### src/rtl/simd_alu_issue_queue_pkg.sv
// Shared SIMD ALU widths used by the issue queue and its buffers.
// Opcode encodings belong to the ALU itself and are deliberately not defined here.
package simd_alu_issue_queue_pkg;

  localparam int SIMD_DATA_WIDTH = 256;
  localparam int SIMD_OPC_WIDTH  = 5;

  // The ALU has a fixed one-cycle latency, so two result slots cover one
  // in-flight op plus one result waiting on the consumer.
  localparam int RBUF_DEPTH = 2;

endpackage

### src/rtl/simd_alu_sync_fifo.sv
// Single-clock FIFO with wrapping pointers and an explicit occupancy counter.
// A push into a full FIFO or a pop from an empty one is ignored.
module simd_alu_sync_fifo #(
  parameter int WIDTH = 8,
  parameter int DEPTH = 4
) (
  input  logic                     clk,
  input  logic                     rst_n,
  input  logic                     push,
  input  logic                     pop,
  input  logic [WIDTH-1:0]         din,
  output logic [WIDTH-1:0]         dout,
  output logic                     full,
  output logic                     empty,
  output logic [$clog2(DEPTH):0]   count
);

  localparam int AW = $clog2(DEPTH);

  logic [WIDTH-1:0] mem [DEPTH];
  logic [AW-1:0]    wr_ptr;
  logic [AW-1:0]    rd_ptr;
  logic             do_push;
  logic             do_pop;

  assign full    = (count == (AW+1)'(DEPTH));
  assign empty   = (count == '0);
  assign do_push = push && !full;
  assign do_pop  = pop && !empty;
  assign dout    = mem[rd_ptr];

  // NOTE: non-blocking assignments for every register so all flops sample
  // the same pre-edge values regardless of process ordering.
  always_ff @(posedge clk or negedge rst_n) begin
    if (!rst_n) begin
      wr_ptr <= '0;
      rd_ptr <= '0;
      count  <= '0;
    end else begin
      if (do_push) wr_ptr <= wr_ptr + 1'b1;
      if (do_pop)  rd_ptr <= rd_ptr + 1'b1;
      case ({do_push, do_pop})
        2'b10:   count <= count + 1'b1;
        2'b01:   count <= count - 1'b1;
        default: count <= count;
      endcase
    end
  end

  // NOTE: storage is not reset; stale entries are unreachable because the
  // counter gates every read, and consumers mask the head when empty.
  always_ff @(posedge clk) begin
    if (do_push) mem[wr_ptr] <= din;
  end

endmodule

### src/rtl/simd_alu_issue_queue.sv
// Command FIFO, credit-based issue and result buffer around a one-cycle ALU
// that has no stall input; results return in acceptance order.
module simd_alu_issue_queue
  import simd_alu_issue_queue_pkg::*;
#(
  parameter int DEPTH  = 4,
  parameter int DATA_W = SIMD_DATA_WIDTH,
  parameter int OPC_W  = SIMD_OPC_WIDTH
) (
  input  logic                       clk,
  input  logic                       rst_n,
  input  logic                       s_valid,
  output logic                       s_ready,
  input  logic [DATA_W-1:0]          s_a,
  input  logic [DATA_W-1:0]          s_b,
  input  logic [OPC_W-1:0]           s_opcode,
  output logic [DATA_W-1:0]          alu_in_a,
  output logic [DATA_W-1:0]          alu_in_b,
  output logic [OPC_W-1:0]           alu_opcode,
  input  logic [DATA_W-1:0]          alu_out,
  input  logic [DATA_W/8-1:0]        alu_ovf,
  output logic                       m_valid,
  input  logic                       m_ready,
  output logic [DATA_W-1:0]          m_data,
  output logic [DATA_W/8-1:0]        m_ovf,
  output logic [$clog2(DEPTH):0]     fifo_count
);

  localparam int CMD_W = 2*DATA_W + OPC_W;
  localparam int RES_W = DATA_W + DATA_W/8;
  localparam int RCW   = $clog2(RBUF_DEPTH) + 1;

  logic [CMD_W-1:0] cmd_head;
  logic             cmd_full;
  logic             cmd_empty;
  logic [RES_W-1:0] res_head;
  logic             res_empty;
  logic             unused_res_full;
  logic [RCW-1:0]   rbuf_count;
  logic             inflight;
  logic             issue;
  logic             m_pop;
  logic [RCW:0]     credit_used;

  assign s_ready = !cmd_full;
  assign m_valid = !res_empty;
  assign m_pop   = m_valid && m_ready;

  // Slots committed to the result buffer once this cycle's pop retires.
  assign credit_used = (RCW+1)'(inflight) + (RCW+1)'(rbuf_count) - (RCW+1)'(m_pop);
  assign issue       = !cmd_empty && (credit_used < (RCW+1)'(RBUF_DEPTH));

  // Zeros when idle; the ALU result from them is discarded since inflight is 0.
  assign {alu_opcode, alu_in_b, alu_in_a} = issue ? cmd_head : '0;

  assign {m_ovf, m_data} = m_valid ? res_head : '0;

  simd_alu_sync_fifo #(
    .WIDTH (CMD_W),
    .DEPTH (DEPTH)
  ) u_cmd_fifo (
    .clk   (clk),
    .rst_n (rst_n),
    .push  (s_valid),
    .pop   (issue),
    .din   ({s_opcode, s_b, s_a}),
    .dout  (cmd_head),
    .full  (cmd_full),
    .empty (cmd_empty),
    .count (fifo_count)
  );

  simd_alu_sync_fifo #(
    .WIDTH (RES_W),
    .DEPTH (RBUF_DEPTH)
  ) u_res_fifo (
    .clk   (clk),
    .rst_n (rst_n),
    .push  (inflight),
    .pop   (m_pop),
    .din   ({alu_ovf, alu_out}),
    .dout  (res_head),
    .full  (unused_res_full),
    .empty (res_empty),
    .count (rbuf_count)
  );

  always_ff @(posedge clk or negedge rst_n) begin
    if (!rst_n) inflight <= 1'b0;
    else        inflight <= issue;
  end

endmodule

### config.mk
export PLATFORM = sky130hd
export DESIGN_NAME = simd_alu_issue_queue
export DESIGN_NICKNAME = d
export VERILOG_FILES = /design/src/rtl/simd_alu_issue_queue_pkg.sv /design/src/rtl/simd_alu_sync_fifo.sv /design/src/rtl/simd_alu_issue_queue.sv
export SDC_FILE = /design/constraint.sdc
export NUM_CORES = 2
export LEC_CHECK = 0
export CELL_PAD_IN_SITES_DETAIL_PLACEMENT = 1
export CELL_PAD_IN_SITES_GLOBAL_PLACEMENT = 1
export CORE_AREA = 2 2 622 624
export DETAILED_ROUTE_END_ITERATION = 10
export DIE_AREA = 0 0 624 626
export DONT_BUFFER_PORTS = 1
export PLACE_DENSITY_LB_ADDON = 0.05
export RECOVER_POWER = 50
export SLEW_MARGIN = 20
export SYNTH_ARGS = -nofsm -noshare
export SYNTH_HDL_FRONTEND = slang
export SYNTH_HIERARCHICAL = 1
export SYNTH_SLANG_ARGS = --single-unit
### constraint.sdc
create_clock -name clk -period 37.6 [get_ports clk]
set_input_delay 7.52 -clock clk [delete_from_list [all_inputs] [get_ports clk]]
set_output_delay 7.52 -clock clk [all_outputs]
set_load 0.01 [all_outputs]
Yosys cells after proc, flatten, opt, wreduce, memory -nomap -nowiden
Memory sizes are Yosys's and may differ from the RTL's.
Cells that the tools add are included.

operators by class
  mux-type cells = 8
  equality and inequality tests = 6
  add/sub/neg operators = 10
  reductions and logical operators = 14
  $lt $le $gt $ge = 1

operators by type and width
  operator                                                    number
  two-way mux 517 bit                                         1
  two-way mux 288 bit                                         1
  adder 2 x 1 -> 2 bit, second input constant                 3
  == test 2 bit, second input constant                        3
  logical AND 1 bit                                           6
  one-hot mux 3 bit (2 select lines)                          1
  == test 2 x 1 -> 1 bit, second input constant               2
  logical NOT 1 bit                                           4
  two-way mux 1 bit                                           4
  one-hot mux 2 bit (2 select lines)                          1
  nonzero test 2 bit                                          2
  adder 1 x 2 -> 3 bit                                        1
  adder 3 x 1 -> 3 bit, second input constant                 1
  == test 3 bit, second input constant                        1
  logical NOT 3 bit                                           1
  less-than comparator 3 x 2 -> 1 bit, second input constant  1
  subtractor 3 x 1 -> 3 bit                                   1
  subtractor 3 x 1 -> 3 bit, second input constant            1
  adder 1 bit, second input constant                          2
  logical NOT 2 bit                                           1
  subtractor 2 x 1 -> 2 bit, second input constant            1

storage, ports and cells
  memories kept = 2
  word-level logic and storage cells = 48
  output and inout port bits = 810
  RAM bits = 2644
  register bits after elaboration = 12

memory list
  memory          words  bits a word  read ports  clocked after Yosys merged registers in  write ports  line                      text
  u_cmd_fifo.mem  4      517          1           0                                        1            simd_alu_sync_fifo.sv:20  logic [WIDTH-1:0] mem [DEPTH];
  u_res_fifo.mem  2      288          1           0                                        1            simd_alu_sync_fifo.sv:20

Longest topological paths before layout
  depth after elaboration = 9
  mapped depth = 19
  gate-level depth less buffers = 14

Hierarchy
Netlist, hierarchy kept.

modules (own cells, without submodules)
  module                           seq. area each (um2)  instances  area each (um2)  cells an instance
  simd_alu_sync_fifo (u_cmd_fifo)  62274.7               1          77060.2          2738
  simd_alu_sync_fifo (u_res_fifo)  17396.7               1          21800.9          914
  simd_alu_issue_queue             25.0                  1          5748.0           963

Worst setup path before layout
No wires, ideal clock.

  path kind = input to register
  start point = input port s_valid
  end point = memory u_cmd_fifo/mem[0][0] (netlist bit) (enable)
  path slack = 17.113 ns
  data arrival time = 19.538 ns
  stages = 2
  data required time = 36.651 ns
  cells stage by stage = nor2b_1 > and2_1

on the way
  cells in the longest elaborated chain, start to end = 3

ends and longest elaborated chain
  item                                     line                        text
  start, declared                          simd_alu_issue_queue.sv:12  input logic s_valid,
  logical AND 1 bit                        simd_alu_sync_fifo.sv:28    assign do_push = push && !full;
  two-way mux 1 bit                        simd_alu_sync_fifo.sv:53    if (do_push) mem[wr_ptr] <= din;
  two-way mux 1 bit (not written as such)  simd_alu_sync_fifo.sv:53
  end, declared                            simd_alu_sync_fifo.sv:20

Every way passes these cells.

Final worst setup path
  start point = input port m_ready
  end point = output port alu_in_a[38]

on the way
  cells in the longest elaborated chain, start to end = 5

ends and longest elaborated chain
  item                                 line                        text
  start, declared                      simd_alu_issue_queue.sv:23  input logic m_ready,
  logical AND 1 bit                    simd_alu_issue_queue.sv:47  assign m_pop = m_valid && m_ready;
  subtractor 3 x 1 -> 3 bit            simd_alu_issue_queue.sv:50  assign credit_used = (RCW+1)'(inflight) + (RCW+1)'(rbuf_count) - (RCW+1)'(m_pop);
  less-than comparator 3 x 2 -> 1 bit  simd_alu_issue_queue.sv:51  assign issue = !cmd_empty && (credit_used < (RCW+1)'(RBUF_DEPTH));
  logical AND 1 bit                    simd_alu_issue_queue.sv:51
  two-way mux 517 bit                  simd_alu_issue_queue.sv:54  assign {alu_opcode, alu_in_b, alu_in_a} = issue ? cmd_head : '0;
  end, declared                        simd_alu_issue_queue.sv:17  output logic [DATA_W-1:0] alu_in_a,

Every way passes these cells.

==> metrics.yaml <==
outcome: "finished with violations"
violations: "max-capacitance violations, max-slew violations"
finalCritPeriodShare: 0.4989
clk_latency_ps: 900
crit_required_ps: 30080
reg2reg_from: "u_res_fifo/count[1]"
reg2reg_to: "u_res_fifo/mem[0][189]"
grt_overflow: 0
antenna_found_initial: 114
clockBufferDepth: 4
yosys_warnings: 6
min_period_ps: 18760
port_buffers: 0
grt_start_max_net_pins: 175
syn-num-nets: 5432
timing.fmax_mhz: 53.31
r2r_cells: 5
slew_violations: 590
path_max_fanout: 144
clock-sinks: 2656
htreeDepth: 5
power_leakage_uw: 0.04088
vias: 46490
drive_gt1_frac: 0.1622
floorplan.initialDensity: 0.2722
endpoint_kind: "output port"
critPathArrivalTime_ps: 11240
syn-mean-instance-area_um2: 22.67
postCtsSetupBuffers: 0
cts-resized-gates: 0
grtUsageTotal: 0.1738
max_slew_margin: -4.755
syn_area_um2: 104600
rrSetupSlack_ps: 27080
nets: 5559
crit_path_max_incr_delay_ps: 780
vdd_drop_max_mv: 0.08166
drc: 0
hold_viol: 0
maxCapViolCount: 8
avgRoutedWirePerCell_um: 34.99
powerDensity_nw_per_um2: 89.17
first_pass_iters: 5
path_clk_slew_ps: 50
finalSetupTns_ps: 0
path_cells: "nor2b_1 > ha_1 > nand2b_1 > fa_1 > nor2b_4 > buf_4 > buf_4 > buf_6 > buf_16 > and3_1"
tritoncts: "built"
hold_end: "u_res_fifo/wr_ptr"
num_rows: 228
path_common_cell: "buf_4"
dp_hpwl_mm: 245.9
multi_input_area_um2: 23040
core-area_um2: 384300
worstMarginPinSlew_ps: 8633
wirelength_mm: 353.5
root_buffer: "clkbuf_16"
avgViaCountPerCell: 4.602
setup_viol: 0
numCtsBuffers: 325
dr.first_iter.drc_count: 2886
path_class: "in2out"
gp_congestion: 0.7953
crit_path_start_kind: "input pin"
finClkSkew_ps: 44.77
hold_path_startpoint: "u_res_fifo/wr_ptr"
die_w_um: 624
min_path_type: "reg2reg"
nFillCells: 37720
postRouteAntennaNets: 0
pin_count: 1619
holdPathStages: 1
grt_setup_unrepaired: "false"
grt_pass1_wl_mm: 459.4
grt_pass1_vias: 48840
fin_util: 0.3122
crit_slowest_cell: "buf_4"
chipHeight_um: 626
die-area_um2: 390600
syn_to_final_growth_pct: 14.68
syn-instance-count: 4614
ctsHoldBuffers: 0
seq_area_um2: 79710
==> sequential cells by signal (all words and copies together) (netlist names) <==
name               flops
u_res_fifo/mem       576
u_res_fifo/wr_ptr      1
u_cmd_fifo/rd_ptr      2
u_cmd_fifo/mem      2068
u_cmd_fifo/count       3
u_cmd_fifo/wr_ptr      2
inflight               1
u_res_fifo/rd_ptr      1
u_res_fifo/count       2
==> how the worst max path moves through the flow <==
stage                       start              endpoint
final                     m_ready          alu_in_a[38]
after global routing      m_ready          alu_in_a[38]
after global placement    m_ready          alu_in_a[65]
after CTS                 m_ready          alu_in_a[63]
after detailed placement  m_ready          alu_in_a[63]
after floorplan           s_valid  u_cmd_fifo/mem[0][0]
==> routing by layer <==
metal  up-vias  GRT usage  wire [um]
li1      19790          -          -
met1     24590     0.1646     113800
met5         -          0        803
met3       548    0.08084      35510
met4       120    0.04978       9291
met2      1434     0.3301     194100
==> through the flow <==
| step | total power (uW) | area [um^2] | hold slack [ps] | instances | setup slack (ps) |
|---|---|---|---|---|---|
| 2_1_floorplan | 6837 | 104600 | 460.8 | 4614 | 17110 |
| 3_3_place_gp | 7883 | 109900 | 536.3 | 9471 | 18730 |
| 4_1_cts | 10960 | 119800 | 563.3 | 10030 | 18470 |
| 6_report | 10700 | 120000 | 555.5 | 10100 | 18840 |
| 3_5_place_dp | 7947 | 110000 | 551.8 | 9473 | 18470 |
| 5_1_grt | 11190 | 119900 | 600.9 | 10070 | 18630 |
==> worst max-delay path: cells and delay by family <==
kind | cells | cell delay, ps
fa+ha+maj | 2 | 760
buf+inv | 4 | 1820
simple gates | 4 | 790
==> final cells by class <==
type / instances / share of cell area
repair buffers: 95 / 0.006946
clock buffers: 398 / 0.07079
diodes: 68 / 0.001418
multi-input cells: 1654 / 0.1921
inverters: 9 / 0.0002816
well taps: 5060 / 0.05278
flip-flops and latches: 2656 / 0.6644
clock inverters: 162 / 0.01126
==> power breakdown <==
group / internal (uW) / total (uW) / switching, uW
sequential: 3940 / 4070 / 136
combinational: 1150 / 3670 / 2530
clock: 1710 / 2950 / 1240
==> layout by cell type, fill, tap and decap left out, types with 16 or more instances in the layout <==
cell type     n
and3_1      518
clkinv_1     74
clkinv_2     47
clkbuf_16   329
bufinv_16    16
mux2_4      200
diode_2      68
mux2_2       89
edfxtp_1   2644
mux4_1      517
clkbuf_1     76
buf_4        76
nor2b_1     289
Note: power is estimated with default switching activity, not from simulation.
